## config.mk

```make
export PLATFORM = sky130hd
export DESIGN_NAME = coeff_token_ctrl
export DESIGN_NICKNAME = d
export VERILOG_FILES = /design/src/rtl/coeff_token_ctrl_pkg.sv /design/src/rtl/coeff_token_flc_dec.sv /design/src/rtl/coeff_token_ctrl.sv
export SDC_FILE = /design/constraint.sdc
export NUM_CORES = 1
export LEC_CHECK = 0
export CAP_MARGIN = 10
export CORE_MARGIN = 2
export CORE_UTILIZATION = 30
export DETAILED_ROUTE_END_ITERATION = 12
export REMOVE_ABC_BUFFERS = 1
export SETUP_SLACK_MARGIN = 0.15
export SLEW_MARGIN = 40
export SYNTH_ARGS = -nofsm -noshare
export SYNTH_HDL_FRONTEND = slang
export SYNTH_HIERARCHICAL = 1
export SYNTH_SLANG_ARGS = --single-unit
```

## constraint.sdc

```tcl
create_clock -name clk -period 1.87 [get_ports clk]
set_input_delay 0.187 -clock clk [delete_from_list [all_inputs] [get_ports clk]]
set_output_delay 0.187 -clock clk [all_outputs]
set_load 0.02 [all_outputs]
```

## src/rtl/coeff_token_ctrl_pkg.sv

```systemverilog
// Shared types and constants for the coeff_token decode controller.
// Holds the FSM encoding, ROM table selects, nC classification and code limits.
package coeff_token_ctrl_pkg;

   localparam int unsigned NC_W      = 6;
   localparam int unsigned TC_W      = 5;
   localparam int unsigned T1_W      = 2;
   localparam int unsigned SHIFT_W   = 5;
   localparam int unsigned ROM_SEL_W = 2;
   localparam int unsigned FLC_W     = 6;

   localparam int unsigned TC_INVALID  = 31;
   localparam int unsigned MAX_TC_LUMA = 16;
   localparam int unsigned MAX_TC_CDC  = 4;
   localparam int unsigned FLC_SHIFT   = 6;
   localparam logic [FLC_W-1:0] FLC_ZERO_CODE = 6'b000011;

   typedef enum logic [2:0] {
      ST_IDLE      = 3'd0,
      ST_WAIT_BITS = 3'd1,
      ST_LOOKUP    = 3'd2,
      ST_SHIFT     = 3'd3,
      ST_RESULT    = 3'd4
   } state_e;

   typedef enum logic [ROM_SEL_W-1:0] {
      ROM_SEL_NC0 = 2'd0,
      ROM_SEL_NC2 = 2'd1,
      ROM_SEL_NC4 = 2'd2,
      ROM_SEL_CDC = 2'd3
   } rom_sel_e;

   typedef enum logic [1:0] {
      CLS_ROM     = 2'd0,
      CLS_FLC     = 2'd1,
      CLS_ILLEGAL = 2'd2
   } nc_class_e;

   typedef struct packed {
      logic [TC_W-1:0]    total_coeff;
      logic [T1_W-1:0]    trailing_ones;
      logic [SHIFT_W-1:0] num_shift;
      logic               error;
   } token_t;

   // nC below -1 has no table; nC of 8 or more uses the 6-bit fixed-length code.
   function automatic nc_class_e nc_class(input logic [NC_W-1:0] nc);
      logic signed [NC_W-1:0] s;
      s = $signed(nc);
      if (s < -6'sd1)
         return CLS_ILLEGAL;
      else if (s >= 6'sd8)
         return CLS_FLC;
      else
         return CLS_ROM;
   endfunction

   function automatic rom_sel_e nc_rom_sel(input logic [NC_W-1:0] nc);
      logic signed [NC_W-1:0] s;
      s = $signed(nc);
      if (s == -6'sd1)
         return ROM_SEL_CDC;
      else if (s < 6'sd2)
         return ROM_SEL_NC0;
      else if (s < 6'sd4)
         return ROM_SEL_NC2;
      else if (s < 6'sd8)
         return ROM_SEL_NC4;
      else
         return ROM_SEL_NC0;
   endfunction

endpackage

```

## src/rtl/coeff_token_flc_dec.sv

```systemverilog
// Fixed-length coeff_token decode (nC >= 8): 6-bit xxxxyy code to
// TotalCoeff/TrailingOnes, flagging codes whose trailing ones exceed the count.
module coeff_token_flc_dec
   import coeff_token_ctrl_pkg::*;
(
   input  logic [FLC_W-1:0] code_i,
   output logic [TC_W-1:0]  total_coeff_o,
   output logic [T1_W-1:0]  trailing_ones_o,
   output logic             error_o
);

   always_comb begin
      total_coeff_o   = '0;
      trailing_ones_o = '0;
      error_o         = 1'b0;
      if (code_i != FLC_ZERO_CODE) begin
         total_coeff_o   = TC_W'(code_i[FLC_W-1:2]) + TC_W'(1);
         trailing_ones_o = code_i[1:0];
         error_o         = TC_W'(code_i[1:0]) > total_coeff_o;
      end
   end

endmodule

```

## src/rtl/coeff_token_ctrl.sv

```systemverilog
// coeff_token decode controller: classifies nC, looks up the token from an
// external ROM or the FLC decoder, consumes its bits and presents the result.
module coeff_token_ctrl
   import coeff_token_ctrl_pkg::*;
#(
   parameter int unsigned WIN_W = 16,
   parameter int unsigned CNT_W = 16
) (
   input  logic               clk,
   input  logic               rst_n,
   input  logic               start_i,
   input  logic [NC_W-1:0]    nc_i,
   output logic               busy_o,
   input  logic [WIN_W-1:0]   bit_window_i,
   input  logic               bit_valid_i,
   output logic               shift_valid_o,
   output logic [SHIFT_W-1:0] shift_amt_o,
   input  logic               shift_ready_i,
   output logic [1:0]         rom_sel_o,
   output logic [WIN_W-1:0]   rom_address_o,
   input  logic [TC_W-1:0]    rom_total_coeff_i,
   input  logic [T1_W-1:0]    rom_trailing_ones_i,
   input  logic [SHIFT_W-1:0] rom_num_shift_i,
   output logic               out_valid_o,
   input  logic               out_ready_i,
   output logic [TC_W-1:0]    out_total_coeff_o,
   output logic [T1_W-1:0]    out_trailing_ones_o,
   output logic               out_error_o,
   output logic [CNT_W-1:0]   token_count_o
);

   state_e             state_q, state_d;
   logic [NC_W-1:0]    nc_q, nc_d;
   rom_sel_e           rom_sel_q, rom_sel_d;
   logic [SHIFT_W-1:0] shift_amt_q, shift_amt_d;
   logic [TC_W-1:0]    tc_q, tc_d;
   logic [T1_W-1:0]    t1_q, t1_d;
   logic               err_q, err_d;
   logic [CNT_W-1:0]   cnt_q, cnt_d;
   logic               busy_q, busy_d;
   logic               shift_valid_q, shift_valid_d;
   logic               out_valid_q, out_valid_d;

   logic [TC_W-1:0]    flc_tc;
   logic [T1_W-1:0]    flc_t1;
   logic               flc_err;
   token_t             lk;

   coeff_token_flc_dec u_flc_dec (
      .code_i          (bit_window_i[WIN_W-1 -: FLC_W]),
      .total_coeff_o   (flc_tc),
      .trailing_ones_o (flc_t1),
      .error_o         (flc_err)
   );

   // Token candidate for the LOOKUP cycle, from either the ROM or the FLC decoder.
   always_comb begin
      lk = '0;
      if (nc_class(nc_q) == CLS_FLC) begin
         lk.total_coeff   = flc_tc;
         lk.trailing_ones = flc_t1;
         lk.num_shift     = SHIFT_W'(FLC_SHIFT);
         lk.error         = flc_err;
      end else begin
         lk.total_coeff   = rom_total_coeff_i;
         lk.trailing_ones = rom_trailing_ones_i;
         lk.num_shift     = rom_num_shift_i;
         lk.error         = (rom_total_coeff_i == TC_W'(TC_INVALID)) ||
                            (rom_num_shift_i == '0) ||
                            ((rom_sel_q == ROM_SEL_CDC) ? (rom_total_coeff_i > TC_W'(MAX_TC_CDC))
                                                        : (rom_total_coeff_i > TC_W'(MAX_TC_LUMA)));
      end
   end

   always_comb begin
      state_d     = state_q;
      nc_d        = nc_q;
      rom_sel_d   = rom_sel_q;
      shift_amt_d = shift_amt_q;
      tc_d        = tc_q;
      t1_d        = t1_q;
      err_d       = err_q;
      cnt_d       = cnt_q;

      case (state_q)
         ST_IDLE: begin
            if (start_i) begin
               nc_d      = nc_i;
               rom_sel_d = nc_rom_sel(nc_i);
               if (nc_class(nc_i) == CLS_ILLEGAL) begin
                  tc_d    = '0;
                  t1_d    = '0;
                  err_d   = 1'b1;
                  state_d = ST_RESULT;
               end else begin
                  state_d = ST_WAIT_BITS;
               end
            end
         end
         ST_WAIT_BITS: begin
            if (bit_valid_i) state_d = ST_LOOKUP;
         end
         ST_LOOKUP: begin
            if (lk.error) begin
               tc_d    = '0;
               t1_d    = '0;
               err_d   = 1'b1;
               state_d = ST_RESULT;
            end else begin
               tc_d        = lk.total_coeff;
               t1_d        = lk.trailing_ones;
               err_d       = 1'b0;
               shift_amt_d = lk.num_shift;
               state_d     = ST_SHIFT;
            end
         end
         ST_SHIFT: begin
            if (shift_ready_i) state_d = ST_RESULT;
         end
         ST_RESULT: begin
            if (out_ready_i) begin
               state_d = ST_IDLE;
               if (!err_q && (cnt_q != {CNT_W{1'b1}})) cnt_d = cnt_q + CNT_W'(1);
            end
         end
         default: state_d = ST_IDLE;
      endcase

      busy_d        = (state_d != ST_IDLE);
      shift_valid_d = (state_d == ST_SHIFT);
      out_valid_d   = (state_d == ST_RESULT);
   end

   always_ff @(posedge clk or negedge rst_n) begin
      if (!rst_n) begin
         state_q       <= ST_IDLE;
         nc_q          <= '0;
         rom_sel_q     <= ROM_SEL_NC0;
         shift_amt_q   <= '0;
         tc_q          <= '0;
         t1_q          <= '0;
         err_q         <= 1'b0;
         cnt_q         <= '0;
         busy_q        <= 1'b0;
         shift_valid_q <= 1'b0;
         out_valid_q   <= 1'b0;
      end else begin
         state_q       <= state_d;
         nc_q          <= nc_d;
         rom_sel_q     <= rom_sel_d;
         shift_amt_q   <= shift_amt_d;
         tc_q          <= tc_d;
         t1_q          <= t1_d;
         err_q         <= err_d;
         cnt_q         <= cnt_d;
         busy_q        <= busy_d;
         shift_valid_q <= shift_valid_d;
         out_valid_q   <= out_valid_d;
      end
   end

   // The ROM address follows the live window so the ROM result is ready in LOOKUP.
   assign rom_address_o       = bit_window_i;
   assign rom_sel_o           = rom_sel_q;
   assign busy_o              = busy_q;
   assign shift_valid_o       = shift_valid_q;
   assign shift_amt_o         = shift_amt_q;
   assign out_valid_o         = out_valid_q;
   assign out_total_coeff_o   = tc_q;
   assign out_trailing_ones_o = t1_q;
   assign out_error_o         = err_q;
   assign token_count_o       = cnt_q;

endmodule

```

==> metrics.cfg <==
[outcome]
outcome = completed

[timing]
finalCritPeriodShare_pct = 98.2
rsz0062_at_grt = yes
finalHoldViolCount = 0
worstMarginPinSlew_ns = 0.510
setup_violations = 0
max_clock_freq_mhz = 544
fin_setup_tns_ns = 0
slew_violations = 0
slew_headroom_pct = 66.0
clock-skew-final_ns = 0.00884
fin_hold_ws_ns = 0.374
layout_min_cycle_time_ns = 1.84

[place]
gp_congestion = 0.851
hpwlAfterDp_um = 4550
port_buffers = 69
placed_cell_area_mm2 = 0.00330
dp_cells = 419

[logic_synthesis]
synthArstFlopShare_pct = 100
syn_inst = 233
synthesis.area_mm2 = 0.00234
synth-seq-cells = 40
yosysWarnings = 6
synth_seq_area_share_pct = 42.8
synthDistinctLibCells = 52
synth_edf_count = 0
ys_dominant_reg_cell = dfrtp_1
synth_area_per_cell_um2 = 10.0

[hold_path]
hp-class = in2out

[clock_tree]
clk_pin_slew_worst_paths_ns = 0.09
clkLatencyLatePin_ns = 0.30
clk_path_buf_depth = 2
cts_made_buffers = 5
clockRootBuffer = clkbuf_8
cts_tree = done
clock_sink_count = 40
cts_max_level = 2

[layout]
fin_area_mm2 = 0.00364
nets = 372
multi_input_area_mm2 = 0.00134
num_antenna_cells = 0
fin_util_pct = 47.6
fill_cells = 703
drive_above_1_share_pct = 27.7
syn2layout_area_growth_pct = 55.5
final_cells = 430
layout.area.seq_mm2 = 0.00100

[setup_path]
worstPathCellList = buf_8 -> inv_4 -> ha_4 -> inv_2 -> ha_4 -> a21oi_4 -> a2111oi_4 -> and3b_2 -> nand2b_4 -> nor2_4 -> or4b_1
crit_required_ns = 2.05
critPathArrivalTime_ns = 2.01
startpoint_type = primary input
crit_path_frequent_cell = ha_4
cp_max_fo = 3
crit_family = simple AND/OR/NAND/NOR gates
max_stage_delay_ns = 0.46
cp-end-kind = flop
crit_path_top_delay_cell = or4b_1
path_buf_inv = 3
worstSetupPathType = in2reg

[floorplan]
die_area_mm2 = 0.00853
die_x_um = 92.3
row_count = 32
ioPinCount = 90
core_area_mm2 = 0.00765
initial_core_util_pct = 30.6
die_h_um = 92.3

[grt]
overflow = 0
antenna_found_initial = 0
grt_start_max_net_pins = 41
grt_pass1_wl_um = 10100
grt_pass1_vias = 2131
gr-usage-all-layers_pct = 14.6

[drt]
vias = 2112
route.final.wire_length_um = 6190
final_antenna_net_count = 0
drc_errors = 0
wl_per_cell_um = 14.4
drt_pass1_iterations = 4
drt-initial-drc-count = 94
viasPerCell = 4.91

[power]
peakVddDrop_mv = 0.631
power_density_mw_per_mm2 = 999
power_leakage_uw = 0.00151

[run]
drv_cap = 0

==> per-stage QoR <==
stage | setup slack (ns) | power, uW
2_1_floorplan | -0.357 | 2010
6_report | 0.0332 | 3640
3_3_place_gp | -0.851 | 2710
4_1_cts | 0.0291 | 3540
5_1_grt | -0.0118 | 3870
3_5_place_dp | -0.893 | 2730
==> synthesized netlist by cell type, drive strengths merged, types with 3 or more instances <==
master | n | share of area [%]
o2111ai | 5 | 1.9
nand2b | 3 | 0.80
buf | 18 | 5.6
ha | 5 | 2.7
and2 | 7 | 1.9
a21oi | 8 | 1.9
inv | 8 | 1.3
nor2 | 16 | 2.6
nor3 | 5 | 1.6
a221o | 7 | 3.2
o211ai | 9 | 2.9
xnor2 | 16 | 6.0
and3 | 4 | 1.1
nand2 | 17 | 2.7
o21ai | 7 | 1.5
clkbuf | 5 | 0.80
mux2 | 5 | 2.4
dfrtp | 40 | 43
nand4 | 8 | 2.1
nand3 | 3 | 0.64
and4 | 5 | 1.9
==> sequential cells by signal, summed over array words and instances, names as in the netlist <==
signal / flops
busy_o: 1
nc_q: 3
out_error_o: 1
out_total_coeff_o: 5
out_trailing_ones_o: 2
out_valid_o: 1
rom_sel_o: 2
shift_amt_o: 5
shift_valid_o: 1
state_q: 3
token_count_o: 16
==> power breakdown <==
| part | total, uW | switching, uW | leakage [uW] | internal [uW] |
|---|---|---|---|---|
| Combinational | 1620 | 781 | 0.000934 | 838 |
| Clock | 743 | 340 | 0.0000548 | 403 |
| Sequential | 1270 | 203 | 0.000520 | 1070 |
==> final cells by class <==
| cell class | instances | area share [%] |
|---|---|---|
| Clock buffer | 5 | 1.89 |
| Clock inverter | 3 | 1.27 |
| Inverter | 8 | 0.962 |
| Multi-Input combinational cell | 162 | 36.7 |
| Sequential cell | 40 | 27.5 |
| Tap cell | 102 | 3.51 |
| Timing Repair Buffer | 110 | 28.2 |
==> cells by family (layout without fill, tap and decap cells) <==
| group | after synthesis | in the layout | synth area share [%] |
|---|---|---|---|
| AOI/OAI and AO/OA | 49 | 49 | 16.6 |
| xor gates and xnor gates | 17 | 17 | 6.36 |
| adders and majority gates | 5 | 5 | 2.67 |
| buffers and inverters | 31 | 126 | 7.64 |
| DFF | 40 | 40 | 42.8 |
| muxes | 5 | 5 | 2.40 |
| and+or+nand+nor | 86 | 86 | 21.5 |
==> final timing paths <==
kind | slack [ns] | depth (start not counted) | start | endpoint
max | 0.03 | 11 | bit_window_i[12] | state_q[0]$_DFF_PN0_
min | 0.37 | 0 | bit_window_i[0] | rom_address_o[0]
max reg2reg | 0.18 | 5 | state_q[1]$_DFF_PN0_ | out_total_coeff_o[0]$_DFFE_PN0P_
min reg2reg | 0.50 | 1 | token_count_o[14]$_DFFE_PN0P_ | token_count_o[14]$_DFFE_PN0P_
max in group asynchronous | 1.03 | 3 | rst_n | rom_sel_o[0]$_DFFE_PN0P_
min in group asynchronous | 0.48 | 3 | rst_n | token_count_o[2]$_DFFE_PN0P_
==> metal layers <==
| metal | wire length [um] | global-route usage, % |
|---|---|---|
| met1 | 2840 | 19.8 |
| met2 | 2910 | 23.5 |
| met3 | 428 | 3.91 |
| met4 | 17 | 3.23 |
| met5 | 0 | 0 |
==> layout by cell type, fill, tap and decap left out, types with 3 or more instances in the layout <==
cell type	instances
clkbuf_8	5
mux2_2	5
and3_1	3
a221o_1	3
nand2_1	17
and2_1	6
xnor2_1	15
nor2_1	14
clkdlybuf4s50_1	63
dfrtp_1	40
a21oi_1	6
dlygate4sd2_1	3
buf_4	36
nand3_1	3
o21ai_0	7
ha_4	3
nand4_1	8
o211ai_1	9
buf_6	3
inv_1	5
nor3_1	4
o2111ai_1	5
and4_1	4
a221o_2	4
==> worst register-to-register path: stages (launching register included) <==
cell and delay, ns:
dfrtp_1 0.49, or3b_1 0.41, nand2b_1 0.23, nor3_4 0.22, buf_12 0.15, a221o_1 0.14
==> repair_timing <==
action	4_1_cts	5_1_grt
pin swaps	13	12
hold buffers	1	0
setup endpoints to repair	18	22
resized for setup	30	20
endpoints found under the hold margin	40	0
cloned	0	0
buffers inserted	1	1
No activity file was read; power rests on OpenSTA's default activity.
